<file path="config.mk">
export PLATFORM = sky130hd
export DESIGN_NAME = sq_root_param_flat
export DESIGN_NICKNAME = d
export VERILOG_FILES = /design/src/rtl/sq_root_param_if.sv /design/src/rtl/sq_root_param.sv /design/src/flat_wrapper.sv
export SDC_FILE = /design/constraint.sdc
export NUM_CORES = 1
export LEC_CHECK = 0
export ABC_AREA = 0
export BUFFER_PORTS_ARGS = -buffer_cell sky130_fd_sc_hd__buf_2
export CAP_MARGIN = 20
export CORE_ASPECT_RATIO = 1.1
export CORE_MARGIN = 4
export CORE_UTILIZATION = 55
export DETAILED_ROUTE_END_ITERATION = 10
export PLACE_DENSITY = 0.85
export SLEW_MARGIN = 40
export SYNTH_ARGS = -nofsm -noshare
export SYNTH_HDL_FRONTEND = slang
export SYNTH_SLANG_ARGS = --single-unit
</file>
<file path="constraint.sdc">
create_clock -name clk -period 4.28 [get_ports clk]
set_input_delay 0.214 -clock clk [delete_from_list [all_inputs] [get_ports clk]]
set_output_delay 0.214 -clock clk [all_outputs]
set_load 0.1 [all_outputs]
</file>
<file path="src/rtl/sq_root_param_if.sv">
// ---------------------------------------------------------------------------
// sq_root_param_if
// Streaming handshake bundle for the sq_root_param square-root unit.
//
// Handshake rules (both channels): a transfer happens on a rising clk edge
// where valid and ready are both high. The producer holds valid and its data
// stable until that edge. The consumer may raise or drop ready freely.
// ready seen before valid has no effect.
//
// Signals:
//   in_valid / in_ready   operand channel (num, round_en)
//   num                   WIDTH-bit unsigned radicand
//   round_en              1 = round the root to nearest for this operand
//   out_valid / out_ready result channel (root, rem)
//   root                  RES_W+1-bit root (MSB set only when rounding overflows)
//   rem                   RES_W+1-bit remainder num - floor_root^2
//
// Modports:
//   master  producer/consumer side (drives operands, accepts results)
//   slave   the square-root unit
// ---------------------------------------------------------------------------
interface sq_root_param_if #(
   parameter int WIDTH = 16
);
   localparam int RES_W = WIDTH / 2;

   logic             in_valid;
   logic             in_ready;
   logic [WIDTH-1:0] num;
   logic             round_en;
   logic             out_valid;
   logic             out_ready;
   logic [RES_W:0]   root;
   logic [RES_W:0]   rem;

   modport master (
      output in_valid, num, round_en, out_ready,
      input  in_ready, out_valid, root, rem
   );

   modport slave (
      input  in_valid, num, round_en, out_ready,
      output in_ready, out_valid, root, rem
   );
endinterface

</file>
<file path="src/rtl/sq_root_param.sv">
// ---------------------------------------------------------------------------
// sq_root_param
// Sequential integer square root, one result digit per clock. Computes
// floor(sqrt(num)) and the remainder num - floor_root^2, with optional
// round-to-nearest of the root chosen per operand. Latency from the accept
// edge to out_valid is RES_W+1 edges, independent of the operand. Only one
// operand is in flight at a time.
//
// Ports:
//   clk        rising-edge system clock
//   reset      synchronous, active-high; discards any operation in progress
//   bus        sq_root_param_if.slave handshake bundle (operand and result)
//   busy       high whenever the unit is not idle
//   state_dbg  current FSM state (IDLE=0, ITER=1, ROUND=2, DONE=3)
//
// WIDTH must be even and at least 4, and must match the WIDTH of the
// connected interface.
// ---------------------------------------------------------------------------
module sq_root_param #(
   parameter int WIDTH = 16
) (
   input  logic                  clk,
   input  logic                  reset,
   sq_root_param_if.slave        bus,
   output logic                  busy,
   output logic [1:0]            state_dbg
);
   localparam int RES_W = WIDTH / 2;
   localparam int CNT_W = $clog2(RES_W + 1);
   // Highest power of four representable in a WIDTH-bit operand.
   localparam logic [WIDTH:0] BIT_INIT = (WIDTH+1)'(1) << (WIDTH - 2);

   typedef enum logic [1:0] {
      IDLE  = 2'd0,
      ITER  = 2'd1,
      ROUND = 2'd2,
      DONE  = 2'd3
   } state_t;

   state_t           state;
   // One bit wider than the operand so res + bit can never wrap.
   logic [WIDTH:0]   num_r;
   logic [WIDTH:0]   res_r;
   logic [WIDTH:0]   bit_r;
   logic             rnd_r;
   logic [CNT_W-1:0] cnt;
   logic [RES_W:0]   root_r;
   logic [RES_W:0]   rem_r;

   logic [WIDTH:0]   trial;
   logic             round_up;

   assign trial = res_r + bit_r;
   // After the last digit num_r holds num - r^2. num > r^2 + r is exactly
   // the condition sqrt(num) > r + 0.5 for integer num.
   assign round_up = rnd_r && (num_r > res_r);

   always_ff @(posedge clk) begin
      if (reset) begin
         state  <= IDLE;
         num_r  <= '0;
         res_r  <= '0;
         bit_r  <= '0;
         rnd_r  <= 1'b0;
         cnt    <= '0;
         root_r <= '0;
         rem_r  <= '0;
      end else begin
         case (state)
            IDLE: begin
               if (bus.in_valid) begin
                  num_r <= {1'b0, bus.num};
                  res_r <= '0;
                  bit_r <= BIT_INIT;
                  rnd_r <= bus.round_en;
                  cnt   <= '0;
                  state <= ITER;
               end
            end
            ITER: begin
               if (num_r >= trial) begin
                  num_r <= num_r - trial;
                  res_r <= (res_r >> 1) + bit_r;
               end else begin
                  res_r <= res_r >> 1;
               end
               bit_r <= bit_r >> 2;
               cnt   <= cnt + 1'b1;
               if (cnt == CNT_W'(RES_W - 1)) begin
                  state <= ROUND;
               end
            end
            ROUND: begin
               // Rounding up the largest root gives 2^RES_W, hence the
               // extra output bit.
               root_r <= res_r[RES_W:0] + {{RES_W{1'b0}}, round_up};
               // The remainder never exceeds 2*root, so RES_W+1 bits hold it.
               rem_r  <= num_r[RES_W:0];
               state  <= DONE;
            end
            DONE: begin
               if (bus.out_ready) begin
                  state <= IDLE;
               end
            end
            default: state <= IDLE;
         endcase
      end
   end

   // Status outputs decode the state register only; nothing here is
   // combinational from an input.
   assign bus.in_ready  = (state == IDLE);
   assign bus.out_valid = (state == DONE);
   assign bus.root      = root_r;
   assign bus.rem       = rem_r;
   assign busy          = (state != IDLE);
   assign state_dbg     = state;

endmodule
</file>
<file path="src/flat_wrapper.sv">
// flat-port wrapper written by rule: the top's interface ports become plain ports
module sq_root_param_flat 
#(
   parameter int WIDTH = 16
)
  (clk, reset, busy, state_dbg, bus_in_valid, bus_num, bus_round_en, bus_out_ready, bus_in_ready, bus_out_valid, bus_root, bus_rem);
  sq_root_param_if #(.WIDTH(WIDTH)) bus_i ();
  input  logic clk;
  input  logic reset;
  output logic busy;
  output logic [1:0] state_dbg;
  input wire logic [$bits(bus_i.in_valid)-1:0] bus_in_valid;
  input wire logic [$bits(bus_i.num)-1:0] bus_num;
  input wire logic [$bits(bus_i.round_en)-1:0] bus_round_en;
  input wire logic [$bits(bus_i.out_ready)-1:0] bus_out_ready;
  output wire logic [$bits(bus_i.in_ready)-1:0] bus_in_ready;
  output wire logic [$bits(bus_i.out_valid)-1:0] bus_out_valid;
  output wire logic [$bits(bus_i.root)-1:0] bus_root;
  output wire logic [$bits(bus_i.rem)-1:0] bus_rem;
  assign bus_i.in_valid = bus_in_valid;
  assign bus_i.num = bus_num;
  assign bus_i.round_en = bus_round_en;
  assign bus_i.out_ready = bus_out_ready;
  assign bus_in_ready = bus_i.in_ready;
  assign bus_out_valid = bus_i.out_valid;
  assign bus_root = bus_i.root;
  assign bus_rem = bus_i.rem;
  sq_root_param #(.WIDTH(WIDTH)) u_core (.clk(clk), .reset(reset), .bus(bus_i), .busy(busy), .state_dbg(state_dbg));
endmodule
</file>
* Word-level counts from Yosys, hierarchy flattened
Cells that the tools add are included.
** Cells by class
- Add/subtract/negate cells :: 5
- $lt $le $gt $ge :: 2
- Equality and inequality tests :: 8
- Multiplexer cells :: 14
- Reductions and logical operators :: 8
** Operators by type and width (number)
- $pmux 17 s2 :: 3
- $mux 17 :: 5
- $add 16x17->17 :: 1
- $add 17x17->17 :: 1
- $ge 17x17->1 :: 1
- $gt 17x17->1 :: 1
- $sub 17x17->17 :: 1
- $add 9x1->9 :: 1
- $pmux 2 s4 :: 1
- $pmux 4 s2 :: 1
- $mux 2 :: 3
- $reduce_and 3->1 :: 2
- $add 4x1->4 const B :: 1
- $eq 2x2->1 const B :: 2
- $eq 4x3->1 const B :: 1
- $mux 4 :: 1
- $ne 2x1->1 const B :: 2
- $ne 2x2->1 const B :: 2
- $reduce_and 2->1 :: 2
- $reduce_bool 2->1 :: 2
- $eq 2x1->1 const B :: 1
- $logic_not 2->1 :: 1
- $logic_and 1x1->1 :: 1
** Word-level totals
- Register bits :: 76
- Input port bits :: 21
- Output and inout port bits :: 23
- Logic and storage cells :: 45

* Logic depth before layout (Yosys ltp)
Gate-level depths: netlist of run 1.
- Depth in word-level cells :: 4
- Mapped depth :: 18
- Mapped depth without buffers :: 17

* Worst setup path before layout of run 1
No wires, ideal clock.
- Path type :: flip-flop to flip-flop
- Start :: register u_core.bit_r[0]
- End :: register u_core.res_r[15]
- Library setup time :: 0.122 ns
- Arrival :: 3.737 ns
- Data required time :: 4.158 ns
- Setup slack :: 0.422 ns
- Cell stages (with the launch flop) :: 19
- Path buffers :: 1
- Period minus slack after synthesis :: 3.858 ns
- Cells stage by stage :: dfxtp_1 ha_1 ha_1 a21oi_1 o21bai_1 a31o_2 a31oi_1 o21ai_0 o21ai_0 xor2_1 ha_1 and3_1 and3_1 a21oi_1 and2_1 a31o_2 buf_6 o311a_1 a221o_1
** Between the ends
- Word-level cells in the longest chain between the ends :: 4
- Elaborated cells on any way between the ends :: 5
- Those cells by class :: 2 x add/sub; 1 x order compare; 2 x mux
** Ends and longest elaborated chain
- start: declaration :: line sq_root_param.sv:44 : logic [WIDTH:0] bit_r;
- start signal: assignment :: line sq_root_param.sv:87 : bit_r <= bit_r >> 2;
- $add 17x17->17 :: line sq_root_param.sv:53 : assign trial = res_r + bit_r;
- $ge 17x17->1 :: line sq_root_param.sv:81 : if (num_r >= trial) begin
- $mux 17 (*) :: line sq_root_param.sv:81
- $pmux 17 s2 (*) :: line sq_root_param.sv:69 : case (state)
- end signal: assignment :: line sq_root_param.sv:83 : res_r <= (res_r >> 1) + bit_r;
- end signal: assignment :: line sq_root_param.sv:85 : res_r <= res_r >> 1;
- end: declaration :: line sq_root_param.sv:43 : logic [WIDTH:0] res_r;
Mark *: on every way between the ends. The rest lies on a longest branch, timed or not.
A chain may end at the register's enable or synchronous reset.

* Final worst setup path of run 1
- Start :: register u_core.bit_r[2]
- End :: register u_core.res_r[7]
Same word-level chain as after synthesis.

==> impl_results.md, run 1 <==
* Run status: finished, final reports clean
* Minimum clock period at about 4 ns
* Worst rel slew slack at around 57%
* LEAKAGE at ~2.3 nW
* Fillers at between 700 and 800
* Hold depth at 3
* Crit start category: flip-flop
* Reg clk slew, reported paths at 0.08 ns
* H-tree depth at 3
* Reg2Reg Depth at 15
* Largest fanout on the critical path at 8
* Row cnt at 36
* Core area at approximately 9000 µm²
* Register area at around 1300 µm²
* Fmax at around 250 MHz
* Initial antenna violation count at 0
* Count of cell types in the netlist at 55
* Antenna fix cells at 0
* Final setup viols at 0
* DRT Pass-1 Iters at 5
* First-pass GRT wire length at around 23000 µm
* Placed cells at between 700 and 800
* CP max-delay cell: ha_1
* Overall power at around 0.0043 W
* Worst Path Arrival at between 4 and 5 ns
* Synth Register Bits at between 60 and 70
* Root buffer cell: clkbuf_8
* Largest net degree at the start of global routing at 56
* Syn avg cell area at just over 8 µm²
* Die ar. at ~11000 µm²
* Final wirelength at 13500 µm
* Max-slew violations at 0
* CP Data Required Time at 4.55 ns
* Vias per cell at ~6.2
* Core Util, Final at roughly 63%
* DP HPWL at 10000 µm
* Worst-skew pair later-pin latency at around 0.37 ns
* RR Startpoint: u_core.bit_r[2]
* VDD IR max at about 0.53 mV
* Period utilization at roughly 95%
* Post-synth ARST share at 0%
* Setup tns final at 0 ns
* Area delta synth->final at 12.2%
* Wire per inst at 17.4 µm
* Critical path class: reg2reg
* Max-Cap Viols at 0
* HP Start: bus_round_en
* CTS tree: yes
* DR iter-0 viols at 326
* Drc violations at 0
* Main synth FF type: dfxtp_1
* Crit path cell chain: ha_1 > a31oi_2 > o21bai_1 > a31oi_1 > o21ai_0 > a31oi_1 > xnor2_1 > ha_1 > a21o_1 > a21oi_1 > nor2b_1 > a31oi_2 > a31o_4 > mux2_1 > a211o_1
* Synth Instances at around 620
* Final nets at around 740
* Global route overflow at 0
* Mapped Area at between 5000 and 6000 µm²
* WHS Endpoint: u_core.rnd_r
* Initial core utilization at between 50% and 60%
* Gpl congestion at 0.929
* DRT antenna net count at 0
* Top cell type's share of synthesized area at about a quarter
* Final worst setup slack at 0.217 ns
* Synth top area cells: dfxtp_1, ha_1, mux2i_1
* CP peak stage delay at ~0.37 ns
* Critical Path End Type: flip-flop
* Vias after detailed routing at roughly 5000
* Synth warn at 0
* Post-CTS Setup Bufs at 0
* Share of cells above drive strength 1 at ~15%
* Post-synth top area cell: dfxtp_1
* Num CTS Buffers at 9
* Overall Global Routing Usage at between 20% and 30%
* Mapped Nets at about 700
* Post-CTS Resized at 0
* Pwr dens at between 700 and 800 nW/µm²
* I/O Pins at between 40 and 50
* Clk sinks at 67
* R2R Path End: u_core.res_r[7]
* Port Buffers at 43
* Clk buf depth at 2
* Post-Layout Cell Count at 779
* Die Y at between 100 and 150 µm
* Area of the multi-input gates at between 3000 and 4000 µm²
* Post-synth EDFFs at 0
* Pre-CTS setup slack at about 0.087 ns
* Skew final at between 0.015 and 0.02 ns
* Die Wd at a little under 100 µm
* Cts hold-fix bufs at 0
* Final hold vios at 0
* Post-synthesis sequential area ratio at 26.6%
* Flop2flop setup slack at between 0.2 and 0.25 ns
* Worst-margin pin slew at approximately 0.65 ns
* Worst Hold Class: in2reg
* Vias in the first global route at 4720
==> flip-flops by register name, indices dropped and copies added, names as in the netlist <==
register / cells
u_core.num_r: 17
u_core.res_r: 17
u_core.bus.rem: 9
u_core.bus.root: 9
u_core.bit_r: 8
u_core.cnt: 4
u_core.state_dbg: 2
u_core.rnd_r: 1
==> worst max-delay path by stage <==
stage	from	end	slack, ns
CTS	u_core.res_r[0]	u_core.num_r[14]	0.05
floorplan	u_core.bit_r[0]	u_core.res_r[15]	0.42
global placement	u_core.bit_r[0]	u_core.res_r[7]	0.23
finish	u_core.bit_r[2]	u_core.res_r[7]	0.22
global route	u_core.res_r[0]	u_core.num_r[2]	-0.05
detailed placement	u_core.res_r[0]	u_core.num_r[14]	0.09
==> cell usage in the layout, fill, tap and decap left out, types with 9 or more instances in the layout <==
master and instances:
buf_4 15, nor3_1 15, clkbuf_8 12, a31oi_1 10, nand2_1 36, o311ai_0 9
ha_1 58, dfxtp_1 67, mux2i_1 24, xor2_1 10, nor2_1 57, a22oi_1 11
a211oi_1 30, a21oi_1 39, o21ai_0 16, buf_2 43, a21o_1 11, inv_1 36
nand3_1 30, nand4_1 11, xnor2_1 27
==> per-stage QoR <==
stage,hold slack (ns),cell area (µm²)
after floorplan,0.361,5040
after global placement,0.466,5410
after detailed placement,0.470,5420
after CTS,0.105,5610
after global routing,0.153,5660
final,0.107,5660
==> cell families after synthesis <==
family	synth area share, %
AND/OR/NAND/NOR	18.0
AO/OA/AOI/OAI	23.7
buffers and inverters	5.26
flip-flops	26.6
adder cells (fa/ha/maj)	15.0
XOR/XNOR	6.43
multiplexers	4.99
==> final cells by class <==
type                    count  area share [%]
multi-input cells         486            61.7
flip-flops and latches     67            23.7
clock inverters             4           0.553
repair buffers             59            6.15
clock buffers              12            2.92
inverters                  37            2.46
well taps                 114            2.52
==> layer usage <==
metal  up-vias  wire length [µm]  track usage (%)
li1       2370                 -                -
met1      2259              5600             31.9
met2       193              6570             44.0
met3        41               874             4.19
met4         0               470             12.2
met5         -                 0                0
==> worst max-delay path: cells and delay by family (launching register included) <==
family          cells  cell delay, ns
mux                 1            0.33
xor+xnor            1            0.18
compound gates     10            2.31
simple gates        1            0.09
flops               1            0.36
fa+ha+maj           2            0.70
==> power by group <==
group / internal, W / switching (W) / total (W)
clock: 0.000262 / 0.000276 / 0.000538
sequential: 0.000747 / 0.000124 / 0.000871
combinational: 0.000980 / 0.00187 / 0.00285
total: 0.00199 / 0.00227 / 0.00425
==> synthesized netlist by cell type (14+ instances only) <==
master    number
o21ai_0       18
dfxtp_1       67
inv_1         36
a31oi_1       14
nor3_1        15
ha_1          59
a21oi_1       41
xnor2_1       27
clkbuf_1      27
a211oi_1      30
mux2i_1       24
nand3_1       30
nor2_1        57
nand2_1       36
(Power assumes the default switching activity.)
==> run 2: changes to the inputs <==
--- a/config.mk
+++ b/config.mk
@@ -5,7 +5,7 @@
 export SDC_FILE = /design/constraint.sdc
 export NUM_CORES = 1
 export LEC_CHECK = 0
-export ABC_AREA = 0
+export ABC_AREA = 1
 export BUFFER_PORTS_ARGS = -buffer_cell sky130_fd_sc_hd__buf_2
 export CAP_MARGIN = 20
 export CORE_ASPECT_RATIO = 1.1
==> run 2 against run 1 <==
Compared with the run above: utilization is 1.5 points lower; non-clock buffer count fell by 11; clock-buffer cell count decreased by 2; critical path type unchanged; largest cell class unchanged.
==> impl_results.md, run 2 <==
* Crit path cell chain: ha_1 > nand3_1 > nand2_1 > nand2_1 > a21oi_1 > nand2_1 > a21oi_1 > nand3_1 > nand3_1 > nand2_1 > ha_1 > a21o_1 > nor2_1 > nand2_1 > nor2_4 > nand3_2 > nand2_4 > clkinv_4 > nand2_1 > nand2_1 > nor2_1
* Synth top area cells: dfxtp_1, nand2_1, ha_1
* Worst Path Arrival at 4.17 ns (-0.16 ns)
* I/O Pins at 44 (unchanged)
* CTS tree: yes
* Reg2Reg Depth at 21 (+6)
* Critical path class: reg2reg
* Worst-margin pin slew at 0.688 ns (+0.0408 ns)
* Mapped Nets at 992 (+41%)
* Max-Cap Viols at 0 (unchanged)
* Setup tns final at 0 ns (unchanged)
* Final hold vios at 0 (unchanged)
* Critical Path End Type: flip-flop
* DR iter-0 viols at 507 (+56%)
* Clk buf depth at 2 (unchanged)
* Drc violations at 0 (unchanged)
* Cts hold-fix bufs at 0 (unchanged)
* Fillers at 938 (+28%)
* Post-CTS Resized at 0 (unchanged)
* Wire per inst at 14.9 µm (-14%)
* Port Buffers at 43 (unchanged)
* Post-synth EDFFs at 0 (unchanged)
* CP peak stage delay at 0.42 ns (+0.05 ns)
* Synth Register Bits at 67 (unchanged)
* Synth Instances at 911 (+47%)
* Synth warn at 0 (unchanged)
* Run status: finished, final reports clean
* Mapped Area at 5730 µm² (+14%)
* Reg clk slew, reported paths at 0.08 ns (about the same)
* Die Wd at 105 µm (+6.0%)
* Vias in the first global route at 5503 (+17%)
* First-pass GRT wire length at 26600 µm (+18%)
* Most frequent cells in the layout: nand2_1, inv_1, nor2_1, nand3_1, dfxtp_1
* Global route overflow at 0 (unchanged)
* Post-synth top area cell: dfxtp_1
* Crit path max-delay family: simple AND/OR/NAND/NOR gates
* DP HPWL at 12400 µm (+23%)
* Clk sinks at 67 (unchanged)
* Num CTS Buffers at 9 (unchanged)
* Die ar. at 12100 µm² (+12%)
* Largest fanout on the critical path at 18 (+10)
* Antenna fix cells at 0 (unchanged)
* Final nets at 1025 (+38%)
* Gpl congestion at 0.979 (+5.3%)
* Hold depth at 3 (unchanged)
* Row cnt at 38 (+5.6%)
* Most frequent cell after synthesis: nand2_1
* Largest net degree at the start of global routing at 46 (-18%)
* Initial antenna violation count at 0 (unchanged)
* Period utilization at 90.5% (-4.4 points)
* Die Y at 115 µm (+6.1%)
* Initial core utilization at 57.1% (+0.53 points)
* Buf/Inv on CP at 1 (+1)
* Final wirelength at 16200 µm (+20%)
* Crit start category: flip-flop
* Main synth FF type: dfxtp_1
* Critical path depth at 21 (+6)
* Core area at 10000 µm² (+12%)
* Worst-skew pair later-pin latency at 0.36 ns (about the same)
* Top cells by count, synth: nand2_1, inv_1, nor2_1
* DRT Pass-1 Iters at 5 (unchanged)
* Most frequent CP cell: nand2_1
* DRT antenna net count at 0 (unchanged)
* Top cell type's share of synthesized area at 23.4% (-3.2 points)
* Share of cells above drive strength 1 at 10.3% (-4.3 points)
* Post-synthesis sequential area ratio at 23.4% (-3.2 points)
* Final setup viols at 0 (unchanged)
* Fmax at 258 MHz (+4.9%)
* Worst Hold Class: in2reg
* H-tree depth at 3 (unchanged)
* Area delta synth->final at 8.52%
* CP Data Required Time at 4.57 ns (+0.02 ns)
* CP max-delay cell: dfxtp_1
* Overall Global Routing Usage at 27.0% (+1.1 points)
* Vias per cell at 5.50 (-12%)
* Skew final at 0.0126 ns (-0.00342 ns)
* Root buffer cell: clkbuf_8
* RSZ-0062 raised after global routing: false
* Count of cell types in the netlist at 42 (-24%)
* Post-synth ARST share at 0% (unchanged)
* Syn avg cell area at 6.29 µm² (-23%)
* Minimum clock period at 3.87 ns (-0.189 ns)
* Most common cell after layout, fill and taps aside: nand2_1
* Max-slew violations at 0 (unchanged)
* Post-CTS Setup Bufs at 0 (unchanged)
* Vias after detailed routing at 5990 (+23%)
* Top flop regs: u_core.num_r x17, u_core.res_r x17
* Worst rel slew slack at 54.1% (-2.8 points)
-- run 2: area by class of cell --
cell class	instances	area, µm²	area share (%)
Inverter	104	395	6.36
Clock inverter	6	48.8	0.785
Sequential cell	67	1340	21.6
Multi-Input combinational cell	714	3870	62.3
Clock buffer	10	128	2.05
Timing Repair Buffer	48	255	4.11
Tap cell	140	175	2.82
-- run 2: worst paths after layout --
kind	from	slack (ns)	endpoint
max	u_core.res_r[2]	0.41	u_core.num_r[16]
min	bus_round_en	0.16	u_core.rnd_r
max reg2reg	u_core.res_r[2]	0.41	u_core.num_r[16]
min reg2reg	u_core.num_r[0]	0.48	u_core.num_r[0]
-- run 2: per-stage QoR --
stage / instances / hold slack [ns] / utilization [%] / setup slack (ns) / cell area [µm²]
floorplan: 911 / 0.377 / - / 0.612 / 5730
global placement: 1073 / 0.455 / 60.2 / 0.563 / 6040
detailed placement: 1073 / 0.470 / 60.2 / 0.488 / 6040
CTS: 1089 / 0.153 / 61.9 / 0.449 / 6210
global route: 1089 / 0.183 / 61.9 / 0.00510 / 6210
finish: 1089 / 0.157 / 61.9 / 0.405 / 6210
-- run 2: worst reg2reg max path, stage by stage, from the launching register on --
cell	delay, ns
dfxtp_1	0.42
ha_1	0.39
nand3_1	0.09
nand2_1	0.10
nand2_1	0.05
a21oi_1	0.24
nand2_1	0.08
a21oi_1	0.24
nand3_1	0.14
nand3_1	0.09
nand2_1	0.07
ha_1	0.38
a21o_1	0.20
nor2_1	0.11
nand2_1	0.09
nor2_4	0.31
nand3_2	0.15
nand2_4	0.20
clkinv_4	0.20
nand2_1	0.12
nand2_1	0.05
nor2_1	0.09
-- run 2: routing by layer --
layer | GRT usage, % | wire (µm) | part of all wire [%] | up-vias
met2 | 45.5 | 7530 | 46 | 249
met4 | 8.40 | 384 | 2.4 | 0
met3 | 5.33 | 1300 | 8.0 | 43
met1 | 34.9 | 6990 | 43 | 2685
met5 | 0 | 0 | 0 | -
li1 | - | - | - | 3013
-- run 2: cells by family after synthesis --
| family | after synthesis | share of synthesized area, % |
|---|---|---|
| AOI/OAI and AO/OA | 131 | 12.7 |
| and+or+nand+nor | 487 | 36.1 |
| xor gates and xnor gates | 36 | 5.51 |
| adders and majority gates | 60 | 13.2 |
| DFF | 67 | 23.4 |
| buffers and inverters | 130 | 8.98 |
Power of run 2 is left out: the tool's default activity adds up to more than one toggle a clock period on the data nets, which glitch-free logic cannot reach.
==> run 3: changes to the inputs <==
--- a/config.mk
+++ b/config.mk
@@ -12,7 +12,7 @@
 export CORE_MARGIN = 4
 export CORE_UTILIZATION = 55
 export DETAILED_ROUTE_END_ITERATION = 10
-export PLACE_DENSITY = 0.85
+export PLACE_DENSITY = 0.74
 export SLEW_MARGIN = 40
 export SYNTH_ARGS = -nofsm -noshare
 export SYNTH_HDL_FRONTEND = slang
==> run 3 against run 2 <==
Compared with the run above: sequential share of layout area decreased by 0.28 points; utilization up 0.82 points; global-route usage rose by 0.054 points; sequential cell count is the same; clock skew up 0.00058 ns; fmax increased by 3.2%; routed wire length is 1.1% lower; via count shrank 1.6%; non-clock buffer count rose by 3; setup slack improved by 0.12 ns; cell count rose by 0.28%; critical path type unchanged; largest cell class unchanged; highest routed layer unchanged.
==> impl_results.md, run 3 (synthesis gave the netlist of run 2 again) <==
* Final wirelength at 16000 µm (-1.1%)
* Die Y at 115 µm (unchanged)
* DR iter-0 viols at 274 (-46%)
* Die ar. at 12100 µm² (unchanged)
* Most frequent cells in the layout: nand2_1, inv_1, nor2_1, nand3_1, dfxtp_1
* I/O Pins at 44 (unchanged)
* Skew final at 0.0132 ns (+0.000575 ns)
* Die Wd at 105 µm (unchanged)
* Reg2Reg Depth at 20 (-4.8%)
* Area of the multi-input gates at 3870 µm² (unchanged)
* Top Layer Used: met4
* DR WL met3 at 965 µm (-26%)
* Final hold vios at 0 (unchanged)
* Overall Global Routing Usage at 27.0% (+0.054 points)
* Run status: finished, final reports clean
* Wire per inst at 14.7 µm (-1.4%)
* Gpl congestion at 0.936 (-4.3%)
* Global route overflow at 0 (unchanged)
* Row cnt at 38 (unchanged)
* HP Start: bus_round_en
* Met1 Routed Length at 7130 µm (+2.0%)
* RR Startpoint: u_core.res_r[0]
* Worst rel slew slack at 52.9% (-1.2 points)
* Hold depth at 3 (unchanged)
* Core area at 10000 µm² (unchanged)
* Worst Hold Class: in2reg
* Num CTS Buffers at 9 (unchanged)
* DRT Pass-1 Iters at 5 (unchanged)
* DP HPWL at 12300 µm (-0.19%)
* Critical path class: reg2reg
* Reg clk slew, reported paths at 0.08 ns (about the same)
* RSZ-0062 raised after global routing: false
* Root buffer cell: clkbuf_8
* Vias after detailed routing at 5895 (-1.6%)
* Top flop regs: u_core.num_r x17, u_core.res_r x17
* Crit start category: flip-flop
* Period utilization at 87.7% (-2.8 points)
* Most common cell after layout, fill and taps aside: nand2_1
* Worst Path Arrival at 4.04 ns (-0.13 ns)
* Worst-skew pair later-pin latency at 0.36 ns (about the same)
* Flop2flop setup slack at 0.53 ns (+0.12 ns)
* Max-Cap Viols at 0 (unchanged)
* Largest fanout on the critical path at 18 (unchanged)
* Final nets at 1028 (+0.29%)
* Register area at 1340 µm² (unchanged)
* Final setup viols at 0 (unchanged)
* Initial core utilization at 57.1% (unchanged)
* Drc violations at 0 (unchanged)
* Antenna fix cells at 0 (unchanged)
* Largest net degree at the start of global routing at 46 (unchanged)
* CP Data Required Time at 4.57 ns (about the same)
* WHS Endpoint: u_core.rnd_r
* Fillers at 998 (+6.4%)
* Worst-margin pin slew at 0.705 ns (+0.0176 ns)
* Share of cells above drive strength 1 at 10.6% (+0.28 points)
* Fmax at 266 MHz (+3.2%)
* Area delta synth->final at 9.96%
* Cts hold-fix bufs at 0 (unchanged)
* Max-slew violations at 0 (unchanged)
* Clk sinks at 67 (unchanged)
* Post-CTS Setup Bufs at 0 (unchanged)
* CTS tree: yes
* Post-CTS Resized at 0 (unchanged)
* Vias in the first global route at 5506 (+0.055%)
* DRT antenna net count at 0 (unchanged)
* Setup tns final at 0 ns (unchanged)
* Port Buffers at 43 (unchanged)
* Vias per cell at 5.40 (-1.9%)
* R2R Path End: u_core.res_r[8]
* Critical Path End Type: flip-flop
* H-tree depth at 3 (unchanged)
* Clk buf depth at 2 (unchanged)
* First-pass GRT wire length at 26400 µm (-1.0%)
* Routed wl met2 at 7460 µm (-0.84%)
* Initial antenna violation count at 0 (unchanged)
* Minimum clock period at 3.75 ns (-0.122 ns)
==> run 3: changes by cell type in the layout (fill, tap and decap cells not counted), sizes merged <==
cell	delta
buf	+3
bufinv	+3
clkinvlp	-2
inv	-1
==> run 3: layout make-up <==
type | instances | area share (%)
Clock buffer | 10 | 2.03
Timing Repair Buffer | 51 | 4.37
Inverter | 104 | 6.28
Multi-Input combinational cell | 714 | 61.5
Tap cell | 140 | 2.78
Clock inverter | 6 | 1.77
Sequential cell | 67 | 21.3
==> run 3: routing by layer <==
metal,up-vias,global-route usage (%)
met5,-,0
met4,0,11.2
met3,33,4.10
met2,171,45.3
met1,2679,34.8
li1,3012,-
==> run 3: worst max-delay path by stage <==
| stage | endpoint | slack [ns] | from | cells after the start |
|---|---|---|---|---|
| floorplan | u_core.num_r[7] | 0.61 | u_core.state_dbg[0] | 10 |
| global placement | u_core.res_r[8] | 0.65 | u_core.res_r[2] | 22 |
| detailed placement | u_core.res_r[8] | 0.63 | u_core.res_r[0] | 20 |
| CTS | u_core.res_r[8] | 0.60 | u_core.res_r[0] | 20 |
| global route | u_core.num_r[9] | 0.25 | u_core.res_r[0] | 21 |
| finish | u_core.res_r[8] | 0.53 | u_core.res_r[0] | 20 |
==> run 3: critical path: stages (launching register included) <==
cell and delay [ns]:
dfxtp_1 0.40, ha_1 0.19, ha_1 0.25, nand3_1 0.10, nand2_1 0.11, nand2_1 0.05
a21oi_1 0.29, nand2_1 0.09, a21oi_1 0.27, xnor2_1 0.16, ha_1 0.39, nand2_2 0.11
nor2_4 0.14, nand2_2 0.10, nor3_4 0.22, nor2_4 0.06, nand2_2 0.31, inv_1 0.14
nand2_1 0.08, nand3_1 0.08, a21oi_1 0.14
==> run 3: per-stage QoR <==
stage / std cells / hold slack (ns) / setup WS (ns) / cell area [µm²] / util, %
finish: 1092 / 0.128 / 0.527 / 6300 / 62.8
global route: 1092 / 0.145 / 0.255 / 6300 / 62.8
CTS: 1092 / 0.121 / 0.600 / 6300 / 62.8
detailed placement: 1076 / 0.471 / 0.627 / 6060 / 60.4
global placement: 1076 / 0.457 / 0.654 / 6060 / 60.4
floorplan: 911 / 0.377 / 0.612 / 5730 / -
Power of run 3 is left out for the same reason.
